## config.mk

```make
export PLATFORM = sky130hd
export DESIGN_NAME = mc_ctrl_fsm
export DESIGN_NICKNAME = d
export VERILOG_FILES = /design/src/rtl/mc_ctrl_fsm.sv
export SDC_FILE = /design/constraint.sdc
export NUM_CORES = 1
export LEC_CHECK = 0
export CAP_MARGIN = 20
export CELL_PAD_IN_SITES_DETAIL_PLACEMENT = 0
export CELL_PAD_IN_SITES_GLOBAL_PLACEMENT = 1
export CORE_ASPECT_RATIO = 1.2
export CORE_MARGIN = 1.5
export CORE_UTILIZATION = 33
export DETAILED_ROUTE_END_ITERATION = 16
export GPL_TIMING_DRIVEN = 0
export PLACE_DENSITY = 0.89
export SKIP_LAST_GASP = 1
export SLEW_MARGIN = 20
export SYNTH_ARGS = -nofsm -noshare
export SYNTH_HDL_FRONTEND = slang
export SYNTH_SLANG_ARGS = --single-unit
export TNS_END_PERCENT = 1
```

## constraint.sdc

```tcl
create_clock -name clk -period 2.22 [get_ports clk]
set_input_delay 0.333 -clock clk [delete_from_list [all_inputs] [get_ports clk]]
set_output_delay 0.333 -clock clk [all_outputs]
set_load 0.01 [all_outputs]
```

## src/rtl/mc_ctrl_fsm.sv

```systemverilog
// mc_ctrl_fsm: multi-cycle control sequencer for the RV32I datapath.
// Steps each instruction through FETCH/DECODE/EXEC/MEM/WB, drives the
// datapath enables, counts retired instructions, handles halt and traps.
// Optional feature macro: MC_CTRL_MEM_WAIT_EN (MEM stalls until mem_ready).
module mc_ctrl_fsm #(
    parameter int CNT_W = 32
) (
    input  logic             clk,
    input  logic             rst,
    input  logic [6:0]       instr_opcode,
    input  logic             branch_taken,
    input  logic             halt_req,
    input  logic             mem_ready,
    output logic             pc_en,
    output logic             pc_sel,
    output logic             ir_en,
    output logic             rf_wr_en,
    output logic             mem_read,
    output logic             mem_write,
    output logic             alu_src_imm,
    output logic [1:0]       wb_sel,
    output logic [2:0]       state,
    output logic             illegal,
    output logic [CNT_W-1:0] retired
);

    typedef enum logic [2:0] {
        S_FETCH  = 3'd0,
        S_DECODE = 3'd1,
        S_EXEC   = 3'd2,
        S_MEM    = 3'd3,
        S_WB     = 3'd4,
        S_HALT   = 3'd5,
        S_TRAP   = 3'd6
    } state_t;

    localparam logic [6:0] OP_R      = 7'b0110011;
    localparam logic [6:0] OP_I      = 7'b0010011;
    localparam logic [6:0] OP_LOAD   = 7'b0000011;
    localparam logic [6:0] OP_STORE  = 7'b0100011;
    localparam logic [6:0] OP_BRANCH = 7'b1100011;
    localparam logic [6:0] OP_JAL    = 7'b1101111;

    state_t           state_q;
    logic [6:0]       op_q;
    logic [CNT_W-1:0] retired_q;
    logic             illegal_q;

    function automatic logic is_legal(input logic [6:0] op);
        return (op == OP_R) || (op == OP_I) || (op == OP_LOAD) ||
               (op == OP_STORE) || (op == OP_BRANCH) || (op == OP_JAL);
    endfunction

`ifdef MC_CTRL_MEM_WAIT_EN
    logic mem_done;
    assign mem_done = mem_ready;
`else
    // MEM is always a single cycle; mem_ready has no effect in this build.
    logic mem_done;
    logic mem_ready_unused;
    assign mem_done         = 1'b1;
    assign mem_ready_unused = mem_ready;
`endif

    // State register, latched opcode, trap flag and retired counter.
    always_ff @(posedge clk) begin
        if (rst) begin
            state_q   <= S_FETCH;
            op_q      <= '0;
            retired_q <= '0;
            illegal_q <= 1'b0;
        end else begin
            if (pc_en) retired_q <= retired_q + CNT_W'(1);
            case (state_q)
                S_FETCH:  state_q <= halt_req ? S_HALT : S_DECODE;
                S_DECODE: begin
                    op_q <= instr_opcode;
                    if (is_legal(instr_opcode)) begin
                        state_q <= S_EXEC;
                    end else begin
                        state_q   <= S_TRAP;
                        illegal_q <= 1'b1;
                    end
                end
                S_EXEC: begin
                    if (op_q == OP_BRANCH)
                        state_q <= S_FETCH;
                    else if (op_q == OP_LOAD || op_q == OP_STORE)
                        state_q <= S_MEM;
                    else
                        state_q <= S_WB;
                end
                S_MEM: begin
                    if (mem_done) state_q <= (op_q == OP_LOAD) ? S_WB : S_FETCH;
                end
                S_WB:   state_q <= S_FETCH;
                S_HALT: if (!halt_req) state_q <= S_FETCH;
                S_TRAP: illegal_q <= 1'b1;
                default: begin
                    // Unused encoding: treat as a trap.
                    state_q   <= S_TRAP;
                    illegal_q <= 1'b1;
                end
            endcase
        end
    end

    // Enables decoded from the registered state and latched opcode; all
    // forced low while reset is held.
    always_comb begin
        pc_en       = 1'b0;
        pc_sel      = 1'b0;
        ir_en       = 1'b0;
        rf_wr_en    = 1'b0;
        mem_read    = 1'b0;
        mem_write   = 1'b0;
        alu_src_imm = 1'b0;
        wb_sel      = 2'd0;
        if (!rst) begin
            case (state_q)
                S_FETCH: ir_en = !halt_req;
                S_EXEC: begin
                    alu_src_imm = (op_q == OP_I) || (op_q == OP_LOAD) || (op_q == OP_STORE);
                    if (op_q == OP_BRANCH) begin
                        pc_en  = 1'b1;
                        pc_sel = branch_taken;
                    end
                end
                S_MEM: begin
                    alu_src_imm = 1'b1;
                    if (op_q == OP_LOAD) begin
                        mem_read = 1'b1;
                    end else begin
                        mem_write = 1'b1;
                        pc_en     = mem_done;
                    end
                end
                S_WB: begin
                    rf_wr_en = 1'b1;
                    pc_en    = 1'b1;
                    pc_sel   = (op_q == OP_JAL);
                    wb_sel   = (op_q == OP_LOAD) ? 2'd1 : (op_q == OP_JAL) ? 2'd2 : 2'd0;
                end
                default: ;
            endcase
        end
    end

    // Status outputs; state stays visible during reset for debug.
    always_comb begin
        state   = state_q;
        illegal = illegal_q & ~rst;
        retired = rst ? '0 : retired_q;
    end

endmodule

```

==> qor.yml, run 1 <==
antenna_found_initial: 0
first_iter_violations: 155
vias_per_cell: 5.25
worst_pin_slew_ns: 0.700
critPathLaunchType: "flip-flop"
finalMaxSlewViolations: 0
multi_input_area_sq_um: 1490
status: "finished with violations"
cts_tree: "done"
dp_hpwl_um: 4860
setup_viol: 38
synth_edf_count: 0
ir_drop_mv: 0.354
seq_area_sq_um: 866
tns_ns: -5.07
hold_path_end: "op_q[4]"
first_global_vias: 2443
r2r_slack_ns: -0.22
leakage_uw: 0.00122
final_common_cell: "clkdlybuf4s50_1"
post_synth_instance_area_sq_um: 2440
gr-total-overflow: 0
pin_count: 57
clk_pin_slew_ns: 0.09
clockRootBuffer: "clkbuf_8"
crit_chain: "or4b_4, o41ai_4, buf_6, nor2_2, nor2_1, clkdlybuf4s15_2"
drtAntennaViolNets: 0
critical_path_class: "reg2out"
wl_um: 6810
worstPathRequired_ns: 1.89
reg2reg_to: "retired_q[27]"
hp-class: "reg2reg"
max_slew_margin: 0.530
holdWs_ns: 0.494
syn_area_per_cell_sq_um: 7.75
area_growth_pct: 37.0
core_area_sq_um: 7190
grt_pass1_wl_um: 11500
portBuffers: 55
p_per_area_nw_per_um2: 597
die_h_um: 97.2
start_util: 0.339
drcViolationCount: 0
yosysWarnings: 0
drv_cap: 0
first_pass_iters: 4
clk_path_buf_depth: 2
gp_congestion: 0.879
dieArea_sq_um: 7920
vias: 2477
cts.htree.levels: 2
drive_above_1_share: 0.120
fmax_mhz: 403
nNetsFinal: 394
critical-path-max-stage-delay_ns: 0.57
synth_seq_cells: 43
cts_inserted_buffers: 5
grt_usage: 0.183
worst_slack_ns: -0.259
clock_latency_ns: 0.31
ys_seq_area_frac: 0.353
fp-row-count: 34
wl_per_cell_um: 14.4
r2r_start: "state[2]"
hold_path_depth: 2
diodes: 0
synthCells: 315
fin_worst_skew_ns: 0.00736
synth_ff_type: "dfxtp_1"
nFillCells: 710
die_w_um: 81.5
cp_data_arrival_time_ns: 2.15
grt_max_degree: 15
violations: "negative setup slack"
fin_crit_ns: 2.48
async_flop_share: 0
synth.distinct_cells: 47
period_share: 1.12
rsz0062_at_grt: "true"
clock-sinks: 43
synth_nets: 328
final_cell_mix: "clkdlybuf4s50_1 (50), dfxtp_1 (41), nand2_1 (35)"
fin_util: 0.465
worst_path_max_delay_cell: "or4b_4"
reg2reg_depth: 6
hold_start: "op_q[4]"
cp_max_fo: 5
end_kind: "primary output"
hold_violations: 0
==> worst max path at each step <==
stage | from | to | slack, ns | cells past startpoint
after floorplan | state[2] | retired_q[31] | 0.02 | 7
after global placement | rst | retired[26] | -1.12 | 6
after detailed placement | rst | retired[26] | -1.14 | 6
after CTS | state[2] | pc_en | -0.24 | 6
after global routing | state[2] | retired_q[31] | -0.32 | 7
final | state[2] | pc_en | -0.26 | 6
==> stage by stage <==
step | instances | total power [uW] | cell area, sq um | worst slack, ns
global placement | 460 | 1220 | 3100 | -1.12
CTS | 472 | 2000 | 3330 | -0.237
floorplan | 315 | 1090 | 2440 | 0.0224
finish | 472 | 2000 | 3340 | -0.259
detailed placement | 460 | 1220 | 3100 | -1.14
global route | 472 | 2090 | 3340 | -0.321
==> cells by family after synthesis <==
kind of cell / synth area share
xor+xnor: 0.0359
flops: 0.353
compound gates: 0.181
simple gates: 0.341
mux: 0.0318
fa+ha+maj: 0.00513
buf+inv: 0.0523
==> metal layers <==
metal  up-vias  global-route usage  share of wire  wire, um
met3         8              0.0235          0.051       348
met5         -                   0              0         0
met1      1161               0.237           0.44      3010
li1       1242                   -              -         -
met2        66               0.310           0.49      3350
met4         0              0.0570          0.015       101
==> synth_stat cells, drive strengths merged (2+ instances only) <==
cell     count  area (sq um)
nor3        14          70.1
buf         12          67.6
and3b        2          17.5
nor2b       29           181
and2         6          37.5
o31ai        3          22.5
nand2       35           131
or3         10          62.6
a31oi        2          12.5
o211ai       5          56.3
inv          9          33.8
o21ai       15          75.1
or4          5          37.5
xor2         7          61.3
and3         3          18.8
a21oi       26           130
dfxtp       43           861
nand2b       3          18.8
o2111ai      4          41.3
a211oi       2          15.0
nor2        33           124
nor4         2          12.5
nand3       10          50.1
mux2         6          67.6
xnor2        3          26.3
clkbuf       7          26.3
nand4        5          31.3
==> power breakdown <==
part / internal [uW] / switching [uW] / total, uW
sequential: 809 / 40.1 / 849
combinational: 181 / 222 / 403
clock: 449 / 297 / 746
total: 1440 / 558 / 2000
==> area by class of cell <==
cell class	instances	share of cell area
Clock inverter	3	0.0202
Inverter	9	0.0101
Multi-Input combinational cell	244	0.445
Sequential cell	43	0.259
Buffer	17	0.0329
Tap cell	90	0.0337
Clock buffer	5	0.0206
Timing Repair Buffer	61	0.178
==> worst max-delay path: cells and delay by family, from the launching register on <==
family / cells / cell delay (ns)
AND/OR/NAND/NOR: 3 / 0.75
buffers and inverters: 2 / 0.38
AO/OA/AOI/OAI: 1 / 0.36
flip-flops: 1 / 0.34
==> sequential cells by signal, summed over array words and instances, names as in the netlist <==
| name | count |
|---|---|
| illegal_q | 1 |
| op_q | 7 |
| retired_q | 32 |
| state | 3 |
==> repair_timing <==
action,4_1_cts,5_1_grt
hold buffers,0,0
gates resized for setup,26,3
endpoints found under the hold margin,0,0
setup endpoints to repair,74,55
pin swaps,2,1
buffers inserted,5,1
gates cloned,0,0
Note: power is estimated with default switching activity, not from simulation.
==> inputs of run 2 (changes only) <==
- CAP_MARGIN: 20 -> default
- SLEW_MARGIN: 20 -> default
==> results of run 2 <==
Same layout as run 1: the final DEF is identical, and so are final timing and power.
==> inputs of run 3 (changes only) <==
- CELL_PAD_IN_SITES_DETAIL_PLACEMENT: 0 -> default
- CELL_PAD_IN_SITES_GLOBAL_PLACEMENT: 1 -> default
- CORE_UTILIZATION: 33 -> 45
- PLACE_DENSITY: 0.89 -> 0.88
==> run 3 against run 2 <==
  * First-iteration DRC count is 17% higher
  * Combinational power fell by 1%
  * Sequential power about the same
  * The run still ends with negative setup slack left
  * Highest routed layer unchanged
  * Die area fell by 26%
  * Largest cell class unchanged
  * Final cell count decreased by 6.6%
  * Critical endpoint is now mem_write
  * Sequential share of layout area increased by 0.89 points
  * Global-route usage rose by 4.3 points
==> qor.yml, run 3 (synthesis gave the netlist of run 1 again) <==
final_common_cell: "clkdlybuf4s50_1"
hold_start: "op_q[4]"
first_iter_violations: 182
dp_hpwl_um: 4610
vias_per_cell: 5.68
diodes: 0
first_global_vias: 2419
drv_cap: 0
vias: 2504
die_w_um: 70.2
p_int_uw: 1270
drtAntennaViolNets: 0
grt_max_degree: 13
path_delay_family: "buffers and inverters"
fin_crit_ns: 2.46
grt_pass1_wl_um: 10800
critical-path-max-stage-delay_ns: 0.55
crit_path_end: "mem_write"
nNetsFinal: 391
pre_cts_slack_ns: -1.04
clock_latency_ns: 0.30
fin_worst_skew_ns: 0.00340
cts.htree.levels: 2
hold_violations: 0
pwr-share-clk: 0.310
worst_path_max_delay_cell: "clkdlybuf4s50_1"
netSwitchingPower_uw: 541
drive_above_1_share: 0.106
period_share: 1.11
hold_buffers: 0
cts_tree: "done"
fp-row-count: 29
rsz0062_at_grt: "true"
critical_path_class: "reg2out"
top_register: "retired_q"
die_h_um: 83.7
first_pass_iters: 5
clock-sinks: 43
finalMaxSlewViolations: 0
wl_per_cell_um: 14.8
reg2reg_to: "retired_q[23]"
cts_inserted_buffers: 5
tns_ns: -4.20
portBuffers: 55
hp-class: "reg2reg"
antenna_found_initial: 0
drcViolationCount: 0
cp_num_buf_inv: 2
cp_data_arrival_time_ns: 2.13
fin_util: 0.614
r2r_slack_ns: -0.19
r2r_start: "op_q[2]"
start_util: 0.464
core_area_sq_um: 5260
grt_usage: 0.226
ir_drop_mv: 0.298
worst_slack_ns: -0.245
wl_um: 6510
final_cell_mix: "clkdlybuf4s50_1 (51), dfxtp_1 (41), nand2_1 (35)"
setup_viol: 35
dieArea_sq_um: 5870
reg2reg_depth: 7
cp_max_fo: 10
switching_share: 0.299
cp_num_cells: 5
status: "finished with violations"
p_per_area_nw_per_um2: 560
violations: "negative setup slack"
crit_chain: "clkbuf_2, nand2b_2, or3_1, a21oi_1, clkdlybuf4s50_1"
worstPathRequired_ns: 1.89
finalPower_uw: 1810
clockRootBuffer: "clkbuf_8"
pin_count: 57
largest_reg_flops: 32
comb_power_share: 0.219
clk_path_buf_depth: 2
worst_pin_slew_ns: 0.730
gr-total-overflow: 0
gp_congestion: 0.879
area_growth_pct: 32.5
startpoint: "state[2]"
leakage_uw: 0.00119
pwr-share-seq: 0.471
critPathLaunchType: "flip-flop"
end_kind: "primary output"
max_slew_margin: 0.510
clk_pin_slew_ns: 0.08
fmax_mhz: 406
-- run 3: worst min-delay path, cell delays in order (launching register included) --
cell and delay (ns):
dfxtp_1 0.33, nand2_1 0.06, a21oi_1 0.05
-- run 3: worst min-delay path by stage --
stage,end,slack (ns),cells past startpoint
CTS,op_q[0],0.50,2
floorplan,op_q[4],0.45,2
global route,retired_q[28],0.53,2
detailed placement,op_q[0],0.48,2
finish,op_q[4],0.49,2
global placement,op_q[4],0.47,2
-- run 3: layout make-up --
type                            instances  area, sq um
Buffer                                 17          109
Inverter                                9         33.8
Tap cell                               62         77.6
Sequential cell                        43          866
Clock buffer                            8          100
Timing Repair Buffer                   58          568
Multi-Input combinational cell        244         1480
Fill cell                             478         2030
-- run 3: per-layer routing --
layer	wire length, um	track usage	share of wire	vias to the layer above
met5	0	0	0	-
met4	175	0.110	0.027	0
met3	358	0.0447	0.055	16
met2	3140	0.382	0.48	99
met1	2840	0.271	0.44	1163
li1	-	-	-	1226
-- run 3: power groups by stage --
stage	combinational, uW	clock (uW)	sequential [uW]
2_1_floorplan	233	0	856
3_3_place_gp	352	0	857
3_5_place_dp	359	0	860
4_1_cts	370	566	847
5_1_grt	435	594	858
6_report	397	561	852
-- run 3: what timing repair did --
| action | 4_1_cts | 5_1_grt |
|---|---|---|
| setup endpoints to repair | 70 | 59 |
| setup buffers | 2 | 1 |
| resized for setup | 17 | 10 |
| pin swaps | 1 | 3 |
-- run 3: metrics by stage --
step	std cells	hold WS, ns	cell area (sq um)
after floorplan	315	0.453	2440
after global placement	432	0.473	3070
after CTS	441	0.496	3200
after global routing	441	0.526	3230
after detailed placement	432	0.483	3070
final	441	0.493	3230
